--- config.mk ---
export PLATFORM = sky130hd
export DESIGN_NAME = pixel_array_sequencer
export DESIGN_NICKNAME = d
export VERILOG_FILES = /design/src/rtl/pixel_seq_pkg.sv /design/src/rtl/pixel_row_serializer.sv /design/src/rtl/pixel_array_sequencer.sv
export SDC_FILE = /design/constraint.sdc
export NUM_CORES = 1
export LEC_CHECK = 0
export CAP_MARGIN = 30
export CORE_UTILIZATION = 54
export CTS_CLUSTER_DIAMETER = 150
export CTS_CLUSTER_SIZE = 12
export DETAILED_ROUTE_END_ITERATION = 8
export PLACE_DENSITY = 0.81
export SYNTH_ARGS = -nofsm -noshare
export SYNTH_HDL_FRONTEND = slang
export SYNTH_SLANG_ARGS = --single-unit
--- constraint.sdc ---
create_clock -name clk -period 3.92 [get_ports clk]
set_input_delay 0.588 -clock clk [delete_from_list [all_inputs] [get_ports clk]]
set_output_delay 0.588 -clock clk [all_outputs]
set_load 0.02 [all_outputs]
--- src/rtl/pixel_seq_pkg.sv ---
// Shared types for the pixel array sequencer: FSM state encoding and a
// helper giving the nominal start-to-frame_done cycle count.
package pixel_seq_pkg;

  typedef enum logic [2:0] {
    IDLE,
    ERASE,
    EXPOSE,
    CONVERT,
    READ_SEL,
    READ_CAP,
    EMIT,
    DONE
  } state_t;

  // Cycles from the IDLE cycle that samples start to the DONE cycle, with px_ready held high.
  function automatic int unsigned frame_len(input int unsigned n_rows,
                                            input int unsigned n_cols,
                                            input int unsigned adc_bits,
                                            input int unsigned erase_cycles,
                                            input int unsigned expose);
    int unsigned exp_eff;
    exp_eff = (expose == 0) ? 1 : expose;
    return 1 + erase_cycles + exp_eff + (32'd1 << adc_bits) + n_rows * (2 + n_cols);
  endfunction

endpackage

--- src/rtl/pixel_row_serializer.sv ---
// Row buffer loaded in parallel from the column buses, streamed out one
// column per accepted valid/ready beat.
module pixel_row_serializer #(
  parameter int N_COLS   = 2,
  parameter int ADC_BITS = 8,
  parameter int ROW_W    = 1,
  parameter int COL_W    = 1
) (
  input  logic                       clk,
  input  logic                       reset,
  input  logic                       load,
  input  logic [ROW_W-1:0]           row_in,
  input  logic [N_COLS*ADC_BITS-1:0] col_data,
  input  logic                       px_ready,
  output logic                       px_valid,
  output logic [ADC_BITS-1:0]        px_data,
  output logic [ROW_W-1:0]           px_row,
  output logic [COL_W-1:0]           px_col,
  output logic                       last_beat
);

  localparam logic [COL_W-1:0] LAST_COL = COL_W'(N_COLS - 1);

  logic [ADC_BITS-1:0] buffer [N_COLS];
  logic                valid_q;
  logic [COL_W-1:0]    col_q;
  logic [ROW_W-1:0]    row_q;
  logic                accept;

  assign accept    = valid_q && px_ready;
  assign last_beat = accept && (col_q == LAST_COL);

  // NOTE: the row buffer is reset along with the control flops so an aborted frame leaves no stale codes behind.
  always_ff @(posedge clk or posedge reset) begin
    if (reset) begin
      valid_q <= 1'b0;
      col_q   <= '0;
      row_q   <= '0;
      for (int c = 0; c < N_COLS; c++) buffer[c] <= '0;
    end else if (load) begin
      valid_q <= 1'b1;
      col_q   <= '0;
      row_q   <= row_in;
      for (int c = 0; c < N_COLS; c++) buffer[c] <= col_data[c*ADC_BITS +: ADC_BITS];
    end else if (accept) begin
      if (col_q == LAST_COL) valid_q <= 1'b0;
      else                   col_q   <= col_q + COL_W'(1);
    end
  end

  // Gated so the stream outputs read zero whenever no beat is offered.
  assign px_valid = valid_q;
  assign px_data  = valid_q ? buffer[col_q] : '0;
  assign px_row   = valid_q ? row_q : '0;
  assign px_col   = valid_q ? col_q : '0;

endmodule

--- src/rtl/pixel_array_sequencer.sv ---
// Frame sequencer for the pixel array: erase/expose/convert timing, row
// selection and hand-off of each captured row to the pixel serializer.
module pixel_array_sequencer
  import pixel_seq_pkg::*;
#(
  parameter int N_ROWS       = 2,
  parameter int N_COLS       = 2,
  parameter int ADC_BITS     = 8,
  parameter int ERASE_CYCLES = 5,
  parameter int EXP_W        = 16,
  localparam int ROW_W = (N_ROWS > 1) ? $clog2(N_ROWS) : 1,
  localparam int COL_W = (N_COLS > 1) ? $clog2(N_COLS) : 1
) (
  input  logic                       clk,
  input  logic                       reset,
  input  logic                       start,
  input  logic                       continuous,
  input  logic [EXP_W-1:0]           expose_cycles,
  output logic                       pix_erase,
  output logic                       pix_expose,
  output logic                       ramp_en,
  output logic                       bus_drive,
  output logic [ADC_BITS-1:0]        adc_count,
  output logic [N_ROWS-1:0]          pix_read,
  input  logic [N_COLS*ADC_BITS-1:0] col_data,
  output logic                       px_valid,
  input  logic                       px_ready,
  output logic [ADC_BITS-1:0]        px_data,
  output logic [ROW_W-1:0]           px_row,
  output logic [COL_W-1:0]           px_col,
  output logic                       busy,
  output logic                       frame_done
);

  localparam int PH_W = ((EXP_W > ADC_BITS) ? EXP_W : ADC_BITS) + 1;
  localparam logic [PH_W-1:0]  ERASE_LAST = PH_W'(ERASE_CYCLES - 1);
  localparam logic [PH_W-1:0]  CONV_LAST  = PH_W'((1 << ADC_BITS) - 1);
  localparam logic [ROW_W-1:0] LAST_ROW   = ROW_W'(N_ROWS - 1);

  state_t           state, state_next;
  logic [PH_W-1:0]  phase;
  logic [EXP_W-1:0] exp_len;
  logic [ROW_W-1:0] row;
  logic             start_block;
  logic             phase_last;
  logic             launch;
  logic             resample;
  logic             last_beat;

  // A start still held from the previous frame must be released before it can launch another.
  assign launch   = (state == IDLE) && start && !start_block;
  assign resample = launch || ((state == DONE) && continuous);

  // NOTE: every combinational output gets a default first, so no path can infer a latch.
  always_comb begin
    phase_last = 1'b0;
    case (state)
      ERASE:   phase_last = (phase == ERASE_LAST);
      EXPOSE:  phase_last = (phase == PH_W'(exp_len) - PH_W'(1));
      CONVERT: phase_last = (phase == CONV_LAST);
      default: phase_last = 1'b0;
    endcase
  end

  always_comb begin
    state_next = state;
    case (state)
      IDLE:     if (launch) state_next = ERASE;
      ERASE:    if (phase_last) state_next = EXPOSE;
      EXPOSE:   if (phase_last) state_next = CONVERT;
      CONVERT:  if (phase_last) state_next = READ_SEL;
      READ_SEL: state_next = READ_CAP;
      READ_CAP: state_next = EMIT;
      EMIT:     if (last_beat) state_next = (row == LAST_ROW) ? DONE : READ_SEL;
      DONE:     state_next = continuous ? ERASE : IDLE;
      default:  state_next = IDLE;
    endcase
  end

  always_comb begin
    pix_erase  = (state == ERASE);
    pix_expose = (state == EXPOSE);
    ramp_en    = (state == CONVERT);
    bus_drive  = (state == CONVERT);
    adc_count  = (state == CONVERT) ? phase[ADC_BITS-1:0] : '0;
    busy       = (state != IDLE);
    frame_done = (state == DONE);
    pix_read   = '0;
    if (state == READ_SEL || state == READ_CAP) pix_read = N_ROWS'(1) << row;
  end

  // NOTE: all state here uses non-blocking assignments so every flop samples pre-edge values.
  always_ff @(posedge clk or posedge reset) begin
    if (reset) begin
      state       <= IDLE;
      phase       <= '0;
      exp_len     <= '0;
      row         <= '0;
      start_block <= 1'b0;
    end else begin
      state <= state_next;

      // One counter times ERASE, EXPOSE and CONVERT; it restarts on every phase change.
      if (state_next != state || !(state inside {ERASE, EXPOSE, CONVERT})) phase <= '0;
      else                                                                 phase <= phase + PH_W'(1);

      if (resample) exp_len <= (expose_cycles == '0) ? EXP_W'(1) : expose_cycles;

      if (state == CONVERT)                                         row <= '0;
      else if (state == EMIT && last_beat && row != LAST_ROW) row <= row + ROW_W'(1);

      if (state == DONE) start_block <= start && !continuous;
      else if (!start)   start_block <= 1'b0;
    end
  end

  pixel_row_serializer #(
    .N_COLS  (N_COLS),
    .ADC_BITS(ADC_BITS),
    .ROW_W   (ROW_W),
    .COL_W   (COL_W)
  ) u_serializer (
    .clk      (clk),
    .reset    (reset),
    .load     (state == READ_CAP),
    .row_in   (row),
    .col_data (col_data),
    .px_ready (px_ready),
    .px_valid (px_valid),
    .px_data  (px_data),
    .px_row   (px_row),
    .px_col   (px_col),
    .last_beat(last_beat)
  );

endmodule

==> results of run 1 <==
[worst max-delay path by stage]
stage                                      to                    from  cells past startpoint
after CTS                 phase[16]$_DFF_PP0_  exp_len[0]$_DFFE_PP0P_                     11
after global routing      phase[16]$_DFF_PP0_  exp_len[0]$_DFFE_PP0P_                     11
final                     phase[16]$_DFF_PP0_  exp_len[0]$_DFFE_PP0P_                     11
after detailed placement  phase[16]$_DFF_PP0_  exp_len[0]$_DFFE_PP0P_                     11
after floorplan           phase[10]$_DFF_PP0_  exp_len[0]$_DFFE_PP0P_                     11
after global placement    phase[16]$_DFF_PP0_  exp_len[0]$_DFFE_PP0P_                     11
[power by group through the flow]
stage	clock, mW	sequential, mW	combinational, mW
6_report	0.482	0.611	0.111
4_1_cts	0.489	0.610	0.113
2_1_floorplan	0	0.616	0.0475
3_3_place_gp	0	0.621	0.109
5_1_grt	0.519	0.612	0.120
3_5_place_dp	0	0.621	0.112
[cell type report]
type,count,area [sq um]
Sequential cell,57,1426
Clock inverter,5,31.28
Timing Repair Buffer,74,713.2
Multi-Input combinational cell,297,2111
Clock buffer,11,141.4
Inverter,10,38.79
Tap cell,77,96.34
Fill cell,521,1937
[synthesized netlist by cell type, types with 3 or more instances]
library cell | count | area share
xor2_1 | 17 | 0.040
xnor2_1 | 12 | 0.028
nor2_1 | 28 | 0.028
nand2_1 | 23 | 0.023
nor2b_1 | 19 | 0.032
a211oi_1 | 4 | 0.0081
nor3_1 | 8 | 0.011
o21ai_0 | 10 | 0.013
buf_1 | 3 | 0.0030
buf_2 | 4 | 0.0054
dfrtp_1 | 57 | 0.38
and3_1 | 14 | 0.024
clkbuf_1 | 14 | 0.014
a21oi_1 | 5 | 0.0067
nor4_1 | 9 | 0.015
mux2i_1 | 12 | 0.032
nand2b_1 | 3 | 0.0051
inv_1 | 9 | 0.0091
buf_6 | 4 | 0.012
nand3_1 | 16 | 0.022
nor2_2 | 10 | 0.017
nand4_1 | 11 | 0.019
or3_1 | 6 | 0.010
mux2_2 | 21 | 0.064
and2_1 | 7 | 0.012
a22o_1 | 12 | 0.028
[cells by family after synthesis]
| logic type | count (synthesis) | share of synthesized area |
|---|---|---|
| xor gates and xnor gates | 30 | 0.07482 |
| adders and majority gates | 2 | 0.006740 |
| buffers and inverters | 36 | 0.04718 |
| muxes | 33 | 0.09606 |
| DFF | 57 | 0.3842 |
| and+or+nand+nor | 175 | 0.2737 |
| AOI/OAI and AO/OA | 57 | 0.1173 |
[state kept, by name, summed over array words and instances (netlist names)]
name,cells
u_serializer.px_valid,1
u_serializer.buffer,16
state,3
start_block,1
u_serializer.row_q,1
row,1
phase,17
exp_len,16
u_serializer.col_q,1
[metrics by stage]
stage | util | cell area (sq um) | worst slack [ns]
floorplan | - | 3712 | 0.5542
global placement | 0.6741 | 4378 | 0.4478
detailed placement | 0.6752 | 4385 | 0.3706
CTS | 0.7018 | 4558 | 0.3506
global route | 0.7018 | 4558 | 0.1480
finish | 0.7018 | 4558 | 0.3077
[critical path, cell delays in order, from the launching register on]
cell     delay, ns
dfrtp_1       0.43
inv_1         0.10
ha_1          0.25
nor2b_1       0.35
nand3_1       0.18
nor4_1        0.34
xor2_1        0.13
or4b_2        0.68
or4_4         0.54
o31ai_4       0.19
buf_4         0.23
nor2_1        0.07
[metal layers]
| metal | vias to the layer above | GRT usage |
|---|---|---|
| met5 | - | 0 |
| met4 | 0 | 0.09091 |
| met3 | 13 | 0.04280 |
| met2 | 109 | 0.4250 |
| met1 | 1540 | 0.3670 |
| li1 | 1524 | - |
==> results_dict.tcl, run 1 <==
set metrics [dict create \
    whs_path_depth 1 \
    endpoint_kind "register" \
    ys_seq_area_frac 0.3842 \
    grt_overflow_total 0 \
    clk_latency_ns 0.34 \
    status "complete, but fails checks" \
    r2r_setup_slack_ns 0.31 \
    vdd_drop_max_mv 0.1971 \
    hp-start "u_serializer.buffer[8]$_DFFE_PP0P_" \
    hpwl_mm 6.552 \
    final_cell_mix "clkdlybuf4s50_1 (63), dfrtp_1 (57), nor2_1 (28)" \
    die_h_microns 84.92 \
    highest_layer "met4" \
    clock_sinks 57 \
    cts_resized 0 \
    viasPerCell 6.000 \
    worstPathArrival_ns 3.83 \
    grt.total_usage 0.2647 \
    worst_pin_slew_ns 0.7853 \
    combPwrFrac 0.092 \
    post-route-period-util 0.9215 \
    grt_max_degree 38 \
    crit_type "register to register" \
    avgRoutedWirePerCell_microns 16.65 \
    grt_pass1_wl_mm 14.95 \
    cts_root_buf "clkbuf_8" \
    finalSetupViolations 0 \
    nets 488 \
    dp.cells 515 \
    diodes 0 \
    drtAntennaViolNets 0 \
    clk_path_buf_depth 2 \
    p_sw_mw 0.2965 \
    required_ns 4.14 \
    start_util 0.5716 \
    hp-class "register to register" \
    seq_power_share 0.507 \
    area_growth_pct 22.78 \
    die-area_sq_um 7211 \
    first_iter_violations 215 \
    grt_pass1_vias 3053 \
    power_density_nw_per_um2 264.1 \
    cts_tree "built" \
    syn-num-nets 429 \
    r2r_cells 11 \
    synth_area_sq_um 3712 \
    slew_viol_final 0 \
    ys_warn_count 0 \
    drt-total-wl_mm 8.842 \
    cts_made_buffers 9 \
    row_count 29 \
    gp_congestion 0.9578 \
    hold_viol_final 0 \
    p_int_mw 0.9075 \
    wl_met3_microns 430 \
    synth-edff-count 0 \
    max_freq_mhz 276.8 \
    antenna_found_initial 0 \
    final_common_cell "clkdlybuf4s50_1" \
    core_sq_um 6495 \
    met1Wirelength_mm 4.043 \
    power_frac_clock 0.401 \
    reg2reg_from "exp_len[0]$_DFFE_PP0P_" \
    violations "DRC" \
    switching_share 0.2463 \
    slew_headroom 0.4752 \
    p_total_mw 1.204 \
    met2_wirelength_mm 4.235 \
    die_x_microns 84.92 \
    cp_max_fo 9 \
    finalCriticalPeriod_ns 3.612 \
    fin_setup_tns_ns 0 \
    final_cells 531 \
    syn_area_per_cell_sq_um 9.519 \
    vias 3186 \
    drv_cap 0 \
    reg2reg_to "phase[16]$_DFF_PP0_" \
    io_buffers 63 \
    ys_types 64 \
    holdBufCountCts 0 \
    ioPinCount 64 \
    synth_seq_cells 57 \
    drive_gt1_frac 0.1564 \
    rsz0062_at_grt "no" \
    path_clk_slew_ns 0.07 \
    h-tree-depth 3 \
    dr.pass1.iters 6 \
    post_cts_buffers 0 \
    holdPathEnd "u_serializer.buffer[8]$_DFFE_PP0P_" \
    skew_ns 0.009383 \
    synthArstFlopShare 1.000 \
    critPathLaunchType "register" \
    drc 3 \
    leakage_nw 1.997 \
    syn_inst 390 \
    holdWs_ns 0.5049 \
    ys.flop_type "dfrtp_1" \
]
No activity file was read; power rests on OpenSTA's default activity.
==> inputs of run 2 (changes only) <==
- CTS_BUF_LIST: default -> sky130_fd_sc_hd__clkbuf_8 sky130_fd_sc_hd__clkbuf_16
==> run 2 against run 1 <==
The flow still finishes with violations (DRC); sequential share of layout area unchanged; worst setup slack about the same; global-route usage unchanged; via count unchanged; count of clock-buffer cells in the layout fell by 1; total power decreased by 0.22%; sequential cell count did not move; combinational power is essentially flat; core utilization is the same; hold slack hardly changed; first-iteration DRC count unchanged; clock skew hardly changed; critical endpoint unchanged; largest power group unchanged.
==> results_dict.tcl, run 2 (synthesized netlist as in run 1, its figures left out) <==
set metrics [dict create \
    status "complete, but fails checks" \
    violations "DRC" \
    path_clk_slew_ns 0.07 \
    area_growth_pct 22.78 \
    p_sw_mw 0.2964 \
    post_cts_buffers 0 \
    clk_latency_ns 0.34 \
    die_h_microns 84.92 \
    endpoint_kind "register" \
    cp_max_fo 9 \
    grt_pass1_wl_mm 14.95 \
    h-tree-depth 3 \
    regMostFlops "phase" \
    slew_viol_final 0 \
    power_frac_clock 0.399 \
    holdPathEnd "u_serializer.buffer[8]$_DFFE_PP0P_" \
    grt.total_usage 0.2647 \
    nets 488 \
    final_cell_mix "clkdlybuf4s50_1 (63), dfrtp_1 (57), nor2_1 (28)" \
    r2r_cells 11 \
    critPathLaunchType "register" \
    switching_share 0.2468 \
    seq_power_share 0.508 \
    drv_cap 0 \
    leakage_nw 2.001 \
    first_iter_violations 215 \
    wl_met3_microns 430 \
    reg2reg_from "exp_len[0]$_DFFE_PP0P_" \
    skew_ns 0.009276 \
    grt_max_degree 38 \
    cts_root_buf "clkbuf_8" \
    holdBufCountCts 0 \
    met2_wirelength_mm 4.235 \
    final_common_cell "clkdlybuf4s50_1" \
    slew_headroom 0.4752 \
    drtAntennaViolNets 0 \
    dr.pass1.iters 6 \
    drt-total-wl_mm 8.840 \
    core_sq_um 6495 \
    io_buffers 63 \
    cts_made_buffers 9 \
    die_x_microns 84.92 \
    antenna_found_initial 0 \
    cts_tree "built" \
    worst_pin_slew_ns 0.7853 \
    row_count 29 \
    grt_pass1_vias 3053 \
    finalSetupViolations 0 \
    required_ns 4.14 \
    fin_area_sq_um 4558 \
    ioPinCount 64 \
    drive_gt1_frac 0.1564 \
    rsz0062_at_grt "no" \
    viasPerCell 6.000 \
    hp-start "u_serializer.buffer[8]$_DFFE_PP0P_" \
    worstPathArrival_ns 3.83 \
    crit_type "register to register" \
    start_util 0.5716 \
    vias 3186 \
    reg2reg_to "phase[16]$_DFF_PP0_" \
    grt_overflow_total 0 \
    avgRoutedWirePerCell_microns 16.65 \
    whs_path_depth 1 \
    combPwrFrac 0.092 \
    post-route-period-util 0.9215 \
    hp-class "register to register" \
    r2r_setup_slack_ns 0.31 \
    diodes 0 \
    die-area_sq_um 7211 \
    largest_reg_flops 17 \
    power_density_nw_per_um2 263.5 \
    place_area_sq_um 4385 \
    gp_congestion 0.9578 \
    highest_layer "met4" \
    vdd_drop_max_mv 0.1971 \
    hold_viol_final 0 \
    fin_setup_tns_ns 0 \
    reg.largest.list "phase x17, exp_len x16, u_serializer.buffer x16" \
    drc 3 \
    clk_path_buf_depth 2 \
    p_int_mw 0.9048 \
    clock_sinks 57 \
    cts_resized 0 \
    met1Wirelength_mm 4.042 \
    hpwl_mm 6.552 \
    finalCriticalPeriod_ns 3.612 \
    max_freq_mhz 276.8 \
]
run 2: cell type report:
cell class	count	area [sq um]
Multi-Input combinational cell	297	2111
Fill cell	521	1937
Sequential cell	57	1426
Timing Repair Buffer	74	713.2
Clock buffer	10	137.6
Tap cell	77	96.34
Inverter	10	38.79
Clock inverter	6	35.03
run 2: stage by stage:
step / power, mW / util / cells / setup slack [ns] / hold WS (ns)
final: 1.201 / 0.7018 / 531 / 0.3077 / 0.5049
after global placement: 0.7295 / 0.6741 / 514 / 0.4478 / 0.4879
after global routing: 1.249 / 0.7018 / 531 / 0.1480 / 0.5126
after floorplan: 0.6636 / - / 390 / 0.5542 / 0.4713
after CTS: 1.210 / 0.7018 / 531 / 0.3506 / 0.5077
after detailed placement: 0.7330 / 0.6752 / 515 / 0.3706 / 0.4921
run 2: power groups by stage:
stage	Combinational, mW	Clock (mW)	Sequential (mW)
after floorplan	0.0475	0	0.616
after global placement	0.109	0	0.621
after detailed placement	0.112	0	0.621
after CTS	0.113	0.486	0.610
after global routing	0.120	0.517	0.612
final	0.111	0.480	0.611
run 2: critical path, cell delays in order, from the launching register on:
cell     delay (ns)
dfrtp_1        0.43
inv_1          0.10
ha_1           0.25
nor2b_1        0.35
nand3_1        0.18
nor4_1         0.34
xor2_1         0.13
or4b_2         0.68
or4_4          0.54
o31ai_4        0.19
buf_4          0.23
nor2_1         0.07
run 2: per-layer routing:
metal  vias to the layer above  track usage
li1                       1524            -
met1                      1540       0.3670
met2                       109       0.4250
met3                        13      0.04280
met4                         0      0.09091
met5                         -            0
run 2: how the worst max path moves through the flow:
stage	cells after the start	startpoint	slack [ns]	endpoint
6_report	11	exp_len[0]$_DFFE_PP0P_	0.31	phase[16]$_DFF_PP0_
2_1_floorplan	11	exp_len[0]$_DFFE_PP0P_	0.55	phase[10]$_DFF_PP0_
4_1_cts	11	exp_len[0]$_DFFE_PP0P_	0.35	phase[16]$_DFF_PP0_
5_1_grt	11	exp_len[0]$_DFFE_PP0P_	0.15	phase[16]$_DFF_PP0_
3_3_place_gp	11	exp_len[0]$_DFFE_PP0P_	0.45	phase[16]$_DFF_PP0_
3_5_place_dp	11	exp_len[0]$_DFFE_PP0P_	0.37	phase[16]$_DFF_PP0_
